===== src/rtl/nibble_adder_pkg.sv =====
// nibble_adder_pkg: shared command/state encodings and the default operand width for the nibble-serial adder.
package nibble_adder_pkg;
    localparam int NIBBLES_DEF = 4;
    typedef enum logic [1:0] {
        CMD_NOP = 2'b00,
        CMD_A   = 2'b01,
        CMD_B   = 2'b10,
        CMD_RUN = 2'b11
    } cmd_t;
    typedef enum logic [1:0] {
        ST_IDLE = 2'b00,
        ST_ADD  = 2'b01,
        ST_DONE = 2'b10
    } state_t;
endpackage


===== src/rtl/nibble_serial_adder_ctrl_if.sv =====
// nibble_serial_adder_ctrl_if: 8-bit tile input/output bus of the nibble-serial adder.
interface nibble_serial_adder_ctrl_if;
    logic [7:0] io_in;
    logic [7:0] io_out;
    modport master (output io_in, input io_out);
    modport slave (input io_in, output io_out);
endinterface


===== src/rtl/nibble_adder.sv =====
// nibble_adder: 4-bit ripple-carry adder from and/or/xor full-adder cells, exposing the carry into bit 3.
module nibble_adder (
    input  logic [3:0] i_a,
    input  logic [3:0] i_b,
    input  logic       i_c,
    output logic [3:0] o_s,
    output logic       o_c3,
    output logic       o_c4
);
    logic [4:0] w_c;
    assign w_c[0] = i_c;
    for (genvar i = 0; i < 4; i++) begin : g_fa
        assign o_s[i]     = i_a[i] ^ i_b[i] ^ w_c[i];
        assign w_c[i + 1] = (i_a[i] & i_b[i]) | (w_c[i] & (i_a[i] ^ i_b[i]));
    end
    assign o_c3 = w_c[3];
    assign o_c4 = w_c[4];
endmodule


===== src/rtl/nibble_serial_adder_ctrl.sv =====
// nibble_serial_adder_ctrl: sequences one 4-bit adder over NIBBLES passes to form a 4*NIBBLES-bit add.
module nibble_serial_adder_ctrl
    import nibble_adder_pkg::*;
#(
    parameter int NIBBLES = NIBBLES_DEF
) (
    nibble_serial_adder_ctrl_if.slave bus
);
    localparam int W  = 4 * NIBBLES;
    localparam int CW = $clog2(NIBBLES);

    logic         w_clk;
    logic         w_rst_n;
    cmd_t         w_cmd;
    logic [3:0]   w_data;
    logic [3:0]   w_s;
    logic         w_c3;
    logic         w_c4;
    logic         w_last;
    state_t       r_state;
    state_t       w_state_nxt;
    logic [W-1:0] r_a;
    logic [W-1:0] r_b;
    logic [W-1:0] r_r;
    logic         r_carry;
    logic         r_ovf;
    logic [CW-1:0] r_cnt;

    assign w_clk   = bus.io_in[0];
    assign w_rst_n = bus.io_in[1];
    assign w_cmd   = cmd_t'(bus.io_in[3:2]);
    assign w_data  = bus.io_in[7:4];
    assign w_last  = r_cnt == CW'(NIBBLES - 1);

    nibble_adder u_add (
        .i_a  (r_a[3:0]),
        .i_b  (r_b[3:0]),
        .i_c  (r_carry),
        .o_s  (w_s),
        .o_c3 (w_c3),
        .o_c4 (w_c4)
    );

    always_comb begin
        w_state_nxt = r_state;
        case (r_state)
            ST_IDLE: w_state_nxt = (w_cmd == CMD_RUN) ? ST_ADD : ST_IDLE;
            ST_ADD:  w_state_nxt = w_last ? ST_DONE : ST_ADD;
            ST_DONE: w_state_nxt = (w_cmd == CMD_RUN) ? ST_IDLE : ST_DONE;
            default: w_state_nxt = ST_IDLE;
        endcase
    end

    // Operands rotate during ADD so a re-RUN sees them restored.
    always_ff @(posedge w_clk) begin
        if (!w_rst_n) begin
            r_state <= ST_IDLE;
            r_a     <= '0;
            r_b     <= '0;
            r_r     <= '0;
            r_carry <= 1'b0;
            r_ovf   <= 1'b0;
            r_cnt   <= '0;
        end else begin
            r_state <= w_state_nxt;
            case (r_state)
                ST_IDLE: begin
                    if (w_cmd == CMD_A) r_a <= {w_data, r_a[W-1:4]};
                    if (w_cmd == CMD_B) r_b <= {w_data, r_b[W-1:4]};
                    if (w_cmd == CMD_RUN) begin
                        r_cnt   <= '0;
                        r_carry <= 1'b0;
                    end
                end
                ST_ADD: begin
                    r_r     <= {w_s, r_r[W-1:4]};
                    r_carry <= w_c4;
                    r_a     <= {r_a[3:0], r_a[W-1:4]};
                    r_b     <= {r_b[3:0], r_b[W-1:4]};
                    r_cnt   <= r_cnt + 1'b1;
                    if (w_last) r_ovf <= w_c3 ^ w_c4;
                end
                ST_DONE: if (w_cmd == CMD_A) r_r <= {r_r[3:0], r_r[W-1:4]};
                default: ;
            endcase
        end
    end

    assign bus.io_out = {r_ovf, r_state == ST_DONE, r_state == ST_ADD, r_carry, r_r[3:0]};
endmodule


===== src/flat_wrapper.sv =====
// flat-port wrapper written by rule: the top's interface ports become plain ports
module nibble_serial_adder_ctrl_flat import nibble_adder_pkg::*;
#(
    parameter int NIBBLES = NIBBLES_DEF
)
  (bus_io_in, bus_io_out);
  nibble_serial_adder_ctrl_if bus_i ();
  input wire logic [$bits(bus_i.io_in)-1:0] bus_io_in;
  output wire logic [$bits(bus_i.io_out)-1:0] bus_io_out;
  assign bus_i.io_in = bus_io_in;
  assign bus_io_out = bus_i.io_out;
  nibble_serial_adder_ctrl #(.NIBBLES(NIBBLES)) u_core (.bus(bus_i));
endmodule

===== config.mk =====
export PLATFORM = sky130hd
export DESIGN_NAME = nibble_serial_adder_ctrl_flat
export DESIGN_NICKNAME = d
export VERILOG_FILES = /design/src/rtl/nibble_adder_pkg.sv /design/src/rtl/nibble_serial_adder_ctrl_if.sv /design/src/rtl/nibble_adder.sv /design/src/rtl/nibble_serial_adder_ctrl.sv /design/src/flat_wrapper.sv
export SDC_FILE = /design/constraint.sdc
export NUM_CORES = 1
export LEC_CHECK = 0
export BUFFER_PORTS_ARGS = -buffer_cell sky130_fd_sc_hd__buf_2
export CELL_PAD_IN_SITES_DETAIL_PLACEMENT = 1
export CELL_PAD_IN_SITES_GLOBAL_PLACEMENT = 1
export CORE_ASPECT_RATIO = 1.4
export CORE_MARGIN = 2
export CORE_UTILIZATION = 50
export CTS_CLUSTER_DIAMETER = 200
export DETAILED_ROUTE_END_ITERATION = 12
export PLACE_DENSITY_LB_ADDON = 0.12
export SETUP_SLACK_MARGIN = 0.5
export SLEW_MARGIN = 20
export SYNTH_ARGS = -nofsm -noshare
export SYNTH_HDL_FRONTEND = slang
export SYNTH_HIERARCHICAL = 1
export SYNTH_SLANG_ARGS = --single-unit

===== constraint.sdc =====
create_clock -name bus_io_in -period 5 [get_ports bus_io_in]
set_clock_uncertainty 0.15 [all_clocks]
set_input_delay 0.75 -clock bus_io_in [delete_from_list [all_inputs] [get_ports bus_io_in]]
set_output_delay 0.75 -clock bus_io_in [all_outputs]
set_load 0.005 [all_outputs]

==> key figures, run 1 <==
Run status
  – Outcome: did not finish
  – Fail Step: clock tree synthesis (4_1_cts)
  – First Err: [ERROR DPL-0038] Utilization greater than 100%, impossible to legalize

Floorplanning
  – Width of the die: 62.7 um
  – FP Rows: 29
  – Initial core utilization: 0.527
  – Die H: 86.1 um
  – # IOs: 16

Yosys
  – Yosys reg bits: 54
  – Synth top area cells: dfxtp_1 (45%), mux2i_1 (18%), nand2_1 (9.2%), fa_1 (3.3%), a311oi_2 (2.5%)
  – Yosys warnings: 6
  – Library cells used by synthesis: 32
  – Sequential cell area fraction in the yosys report: 0.449
  – EDFF count, synth: 0
  – Share of the synthesized area in the top cell type: 0.449
  – Mean Syn Cell Area: 9.64 sq um
  – Asr flop ratio synth: 0
  – Mapped cell area: 2410 sq um
  – Dominant synthesized flop cell: dfxtp_1
  – Synth Instances: 250
  – Area leader, netlist: dfxtp_1
  – Synthesized Nets: 263

Placed design
  – Dpl hpwl: 3610 um
  – DP Worst Slack: 1.26 ns
  – GPL Wtd Cong: 0.730
  – IO buf count: 8
## cell usage after synthesis, types with 4 or more instances
cell and n:
clkbuf_1 6, a21oi_1 11, buf_4 6, mux2i_1 44
o311ai_0 4, fa_1 4, nand2b_1 5, inv_1 10
nor3_1 5, a311oi_2 4, nand2_1 59, buf_2 9
dfxtp_1 54, o31ai_1 4
## per-stage QoR
| stage | cell area (sq um) | hold slack (ns) | std cells | utilization |
|---|---|---|---|---|
| after floorplan | 2410 | 0.0471 | 250 | - |
| after global placement | 2400 | -0.00428 | 298 | 0.525 |
| after detailed placement | 2400 | -0.00428 | 298 | 0.525 |
## cell families after synthesis
| family | share of synthesized area |
|---|---|
| AOI/OAI and AO/OA | 0.102 |
| xor gates and xnor gates | 0.00364 |
| adders and majority gates | 0.0384 |
| buffers and inverters | 0.0732 |
| DFF | 0.449 |
| muxes | 0.187 |
| and+or+nand+nor | 0.146 |
==> run 2: changes to the inputs <==
CELL_PAD_IN_SITES_DETAIL_PLACEMENT = default   (was 1)
CELL_PAD_IN_SITES_GLOBAL_PLACEMENT = default   (was 1)
CORE_ASPECT_RATIO = default   (was 1.4)
CORE_UTILIZATION = 35   (was 50)
CTS_CLUSTER_DIAMETER = default   (was 200)
PLACE_DENSITY_LB_ADDON = 0.15   (was 0.12)
SETUP_SLACK_MARGIN = default   (was 0.5)
==> key figures, run 2 <==
Route
  – Remaining DRCs: 0
  – DR iter-0 viols: 180
  – Final wirelength: 9100 um
  – Vias: 2684
  – Wirelength per Cell: 17.8 um
  – Antenna-violating nets left: 0
  – Vias/cell: 5.25
  – First-pass iteration count of the detailed router: 8

Critical path
  – Worst EP required: 5.07 ns
  – Critical Path, Cell by Cell: clkbuf_8 -> clkbuf_8 -> and4bb_4 -> clkbuf_8 -> clkbuf_8 -> or2_1 -> clkbuf_8 -> clkbuf_8 -> a311oi_2
  – Arr. time, crit path: 3.93 ns
  – Crit path max fanout: 4
  – Most frequent CP cell: clkbuf_8
  – CP max stage delay: 0.23 ns
  – Crit path kind: clk -> reg
  – Startpoint Class: clock port
  – Worst path slowest cell: or2_1
  – CP Capture Type: flop

GRT
  – Largest net degree at the start of global routing: 16
  – Gr ovfl total: 0
  – Total GRT Usage: 0.283
  – First-pass GRT wire length: 16200 um
  – Initial antenna violation count: 0
  – Number of global-route vias before repair: 4435

Yosys
  – Asr flop ratio synth: 0
  – Top cells by count, synth: nand2_1 (59), dfxtp_1 (54), mux2i_1 (44)
  – Dominant synthesized flop cell: dfxtp_1
  – Area leader, netlist: dfxtp_1
  – Mapped cell area: 2410 sq um
  – Library cells used by synthesis: 32
  – Yosys reg bits: 54
  – Yosys warnings: 6
  – Sequential cell area fraction in the yosys report: 0.449
  – Share of the synthesized area in the top cell type: 0.449
  – Synthesized Nets: 263
  – Mean Syn Cell Area: 9.64 sq um
  – EDFF count, synth: 0
  – Synth top area cells: dfxtp_1 (45%), mux2i_1 (18%), nand2_1 (9.2%), fa_1 (3.3%), a311oi_2 (2.5%)
  – Most common cell in the netlist: nand2_1
  – Synth Instances: 250

Power and ir drop
  – Power Density: 1160 nW/um^2
  – Leak Pwr: 0.00222 uW
  – Peak supply drop: 0.000680 V

CTS
  – Clock-pin transition on the worst setup and hold timing paths: 0.10 ns
  – PostCTS Resize Cnt: 0
  – CTS tree: done
  – Skew-Pair Late Insertion Delay: 0.31 ns
  – Hold Buf Count CTS: 0
  – Postcts setup bufs: 0

Cells and area
  – Final Instance Area: 4920 sq um
  – Final cell count without fillers: 511
  – Synth-to-Final Area Change: 104%
  – Utilization after layout: 0.733
  – Most frequent cells in the layout: clkbuf_8 (139), nand2_1 (59), dfxtp_1 (54)
  – Largest registers: u_core/r_a: 16 flops, u_core/r_b: 16 flops, u_core/r_r: 16 flops
  – Commonest non-fill, non-tap cell in the layout: clkbuf_8
  – Nets: 411
  – Layout cells sized above 1: 0.420
  – Antenna cells: 0

Timing
  – Worst slew pin tran: 0.611 ns
  – Unrepaired setup endpoints after global routing: false
  – Hold WS: -0.0229 ns
  – Hold Fails Final Rpt: 5
  – Final setup vio count: 0
  – Final slew viol count: 0
  – Slew HR: 0.592
  – Setup TNS Final: 0 ns

Placed design
  – Placed cell count: 316
  – IO buf count: 8
  – Dpl hpwl: 3070 um
  – GPL Wtd Cong: 0.734
  – Cell Area, Placed: 2420 sq um

Floorplanning
  – Core area: 6720 sq um
  – # IOs: 16
  – Die H: 87.0 um
  – Die area: 7560 sq um
  – Width of the die: 87.0 um
  – FP Rows: 30
  – Initial core utilization: 0.359

Run status
  – Failing checks: hold timing
  – Outcome: finished, violations left

Min path
  – Worst hold path class: clk -> reg

Run
  – Max Cap Viol: 0
## run 2: cell counts after synthesis
Identical to the previous run, type by type.
## run 2: path summary, 6_finish.rpt
kind	startpoint	endpoint	slack, ns	cells past startpoint
setup / recovery	bus_io_in[2]	u_core/r_r[12]	1.13	9
hold / removal	bus_io_in[7]	u_core/r_a[15]	-0.02	4
setup reg to reg	u_core/r_b[0]	u_core/r_r[15]	2.62	8
hold reg to reg	u_core/r_b[13]	u_core/r_b[9]	0.33	2
## run 2: layer usage
metal  up-vias  track usage  routed length (um)
met3        52        0.396                1120
met4         0        0.503                 399
li1       1169            -                   -
met2       197        0.255                4390
met5         -       0.0839                   0
met1      1266        0.162                3190
## run 2: cell type report
| type | instances | area, sq um |
|---|---|---|
| multi-input combinational | 162 | 1150 |
| inverter | 10 | 37.5 |
| fill | 403 | 1790 |
| sequential | 54 | 1080 |
| tap | 80 | 100 |
| clock buffer | 182 | 2410 |
| clock inverter | 14 | 88.8 |
| timing repair buffer | 9 | 47.5 |
## run 2: worst max-delay path, delay by kind of cell
family	cells	cell delay (ns)
AO/OA/AOI/OAI	1	0.20
buffers and inverters	6	0.82
AND/OR/NAND/NOR	2	0.42
## run 2: where the power goes
group | internal [uW] | total (uW) | switching (uW) | leakage [uW]
Sequential | 481 | 481 | 0 | 0.000465
Combinational | 0 | 0.000122 | 0 | 0.000122
Clock | 3460 | 5250 | 1790 | 0.00163
## run 2: per-stage QoR
step                      setup slack [ns]  total power (uW)  hold slack [ns]
after global routing                  1.08              6130          0.00784
after detailed placement              1.26              1300         -0.00428
after floorplan                       1.53              1480           0.0471
after global placement                1.26              1300         -0.00428
after CTS                             1.13              5890          -0.0344
final                                 1.13              5730          -0.0229
## run 2: cell families (layout without fill, tap and decap cells)
family                   after synthesis  in the layout  share of synthesized area
adder cells (fa/ha/maj)                5              5                     0.0384
AO/OA/AOI/OAI                         32             32                      0.102
flip-flops                            54             54                      0.449
AND/OR/NAND/NOR                       79             79                      0.146
buffers and inverters                 34            215                     0.0732
XOR/XNOR                               1              1                    0.00364
multiplexers                          45             45                      0.187
(Power assumes the default switching activity.)
==> run 3: changes to the inputs <==
ABC_AREA = 1   (was default)
clock period = 3.25 ns   (was 5 ns; I/O delays follow)
==> key figures, run 3 <==
CTS
  – CTS tree: done
  – Skew-Pair Late Insertion Delay: 0.31 ns
  – Postcts setup bufs: 0
  – Hold Buf Count CTS: 0
  – Clock-pin transition on the worst setup and hold timing paths: 0.10 ns

Floorplanning
  – Core area: 7250 sq um
  – Die H: 90.7 um
  – FP Rows: 31
  – Width of the die: 90.7 um
  – Die area: 8230 sq um
  – # IOs: 16
  – Initial core utilization: 0.363

Run
  – Max Cap Viol: 0

Timing
  – Setup TNS Final: 0 ns
  – Hold WS: 0.0286 ns
  – Slew HR: 0.708
  – Unrepaired setup endpoints after global routing: false
  – Worst slew pin tran: 0.437 ns
  – Hold Fails Final Rpt: 0
  – Final slew viol count: 0
  – Final setup vio count: 0

GRT
  – Total GRT Usage: 0.240
  – First-pass GRT wire length: 14900 um
  – Largest net degree at the start of global routing: 28
  – Initial antenna violation count: 0
  – Gr ovfl total: 0
  – Number of global-route vias before repair: 4226

Critical path
  – CP max stage delay: 0.16 ns
  – Worst path slowest cell: clkbuf_8
  – Crit path kind: clk -> reg
  – CP top delay family: buffers and inverters
  – CP Capture Type: flop
  – Startpoint Class: clock port
  – Worst EP required: 3.35 ns
  – Crit path max fanout: 8
  – Most frequent CP cell: clkbuf_8
  – WP buf/inv: 11
  – Critical Path, Cell by Cell: clkbuf_8 -> clkbuf_8 -> clkbuf_8 -> inv_2 -> nand2_1 -> clkbuf_8 -> clkbuf_8 -> nand2_2 -> clkbuf_8 -> nand2_4 -> clkbuf_8 -> clkbuf_8 -> clkbuf_8 -> inv_2 -> nor2_1 -> nor2_1
  – Arr. time, crit path: 3.19 ns

Run status
  – Outcome: finished, violations left
  – Failing checks: DRC

Yosys
  – Mean Syn Cell Area: 6.74 sq um
  – Dominant synthesized flop cell: dfxtp_1
  – Share of the synthesized area in the top cell type: 0.410
  – Yosys reg bits: 54
  – Most common cell in the netlist: nand2_1
  – Area leader, netlist: dfxtp_1
  – Library cells used by synthesis: 25
  – Synth Instances: 391
  – Sequential cell area fraction in the yosys report: 0.410
  – Yosys warnings: 6
  – Mapped cell area: 2630 sq um
  – EDFF count, synth: 0
  – Synthesized Nets: 404
  – Asr flop ratio synth: 0
  – Synth top area cells: dfxtp_1 (41%), nand2_1 (16%), nor2_1 (13%), inv_1 (6.6%), nand3_1 (4.6%)
  – Top cells by count, synth: nand2_1 (110), nor2_1 (91), dfxtp_1 (54)

Min path
  – Worst hold path class: clk -> reg

Route
  – Vias: 2719
  – First-pass iteration count of the detailed router: 9
  – Vias/cell: 4.62
  – Wirelength per Cell: 13.0 um
  – Final wirelength: 7650 um
  – DR iter-0 viols: 144
  – Remaining DRCs: 1
  – Antenna-violating nets left: 0

Power and ir drop
  – Leak Pwr: 0.00178 uW
  – Peak supply drop: 0.000755 V
  – Total power: 6150 uW
  – Power Density: 1510 nW/um^2

Placed design
  – IO buf count: 8
  – Dpl hpwl: 3400 um
  – GPL Wtd Cong: 0.767
  – Cell Area, Placed: 2660 sq um

Cells and area
  – Nets: 488
  – Synth-to-Final Area Change: 54.8%
  – Largest registers: u_core/r_a: 16 flops, u_core/r_b: 16 flops, u_core/r_r: 16 flops
  – Antenna cells: 0
  – Layout cells sized above 1: 0.272
  – Final Instance Area: 4080 sq um
  – Most frequent cells in the layout: nand2_1 (110), nor2_1 (91), clkbuf_8 (67)
  – Commonest non-fill, non-tap cell in the layout: nand2_1
[run 3: changes by cell type after synthesis, moves of 5 or more]
| cell | previous run | this run |
|---|---|---|
| nor2_1 | 1 | 91 |
| nand2_1 | 59 | 110 |
| mux2i_1 | 44 | 0 |
| inv_1 | 10 | 46 |
| nand3_1 | 2 | 24 |
| nor2_2 | 0 | 11 |
| nand3b_1 | 0 | 8 |
| a21oi_1 | 11 | 5 |
| nand2b_1 | 5 | 0 |
| nor3_1 | 5 | 0 |
[run 3: tightest hold or removal path: stages]
cell and delay [ns]:
clkbuf_8 0.09, clkbuf_8 0.11, clkbuf_8 0.12, inv_1 0.03, a21oi_1 0.10
[run 3: what timing repair did]
action                     CTS  global route
pin swaps                    1             2
gates resized for setup      1             1
hold endpoints to repair     0             0
setup endpoints to repair    4             8
[run 3: where the power goes]
group / internal, uW / switching, uW / leakage (uW)
logic: 0 / 0 / 0.000156
registers: 740 / 0 / 0.000465
clock network: 3100 / 2320 / 0.00116
[run 3: cell families (layout without fill, tap and decap cells)]
logic type / Yosys count / after routing / share of synthesized area
flops: 54 / 54 / 0.410
xor+xnor: 1 / 1 / 0.00333
simple gates: 253 / 253 / 0.413
fa+ha+maj: 5 / 5 / 0.0352
compound gates: 6 / 6 / 0.0114
buf+inv: 72 / 170 / 0.126
[run 3: area by class of cell]
cell class / count / area [sq um]
Clock buffer: 85 / 1290
Clock inverter: 32 / 148
Fill cell: 672 / 3180
Inverter: 45 / 171
Multi-Input combinational cell: 265 / 1220
Sequential cell: 54 / 1080
Tap cell: 99 / 124
Timing Repair Buffer: 8 / 40.0
[run 3: final timing paths]
kind | startpoint | depth (start not counted) | to | slack [ns]
max | bus_io_in[3] | 16 | u_core/r_a[2] | 0.16
min | bus_io_in[1] | 5 | u_core/r_state[0] | 0.03
max reg2reg | u_core/r_b[0] | 10 | u_core/r_r[15] | 0.84
min reg2reg | u_core/r_a[9] | 2 | u_core/r_a[9] | 0.32
[run 3: per-layer routing]
layer	share of wire	global-route usage	up-vias
met1	0.40	0.149	1225
met3	0.12	0.325	35
li1	-	-	1328
met2	0.45	0.233	131
met4	0.030	0.388	0
met5	0	0.0385	-
[run 3: through the flow]
stage	setup WS, ns	cells	utilization
2_1_floorplan	0.766	391	-
3_3_place_gp	0.745	476	0.366
3_5_place_dp	0.746	476	0.366
4_1_cts	0.0139	589	0.563
5_1_grt	0.0758	588	0.562
6_report	0.159	588	0.562
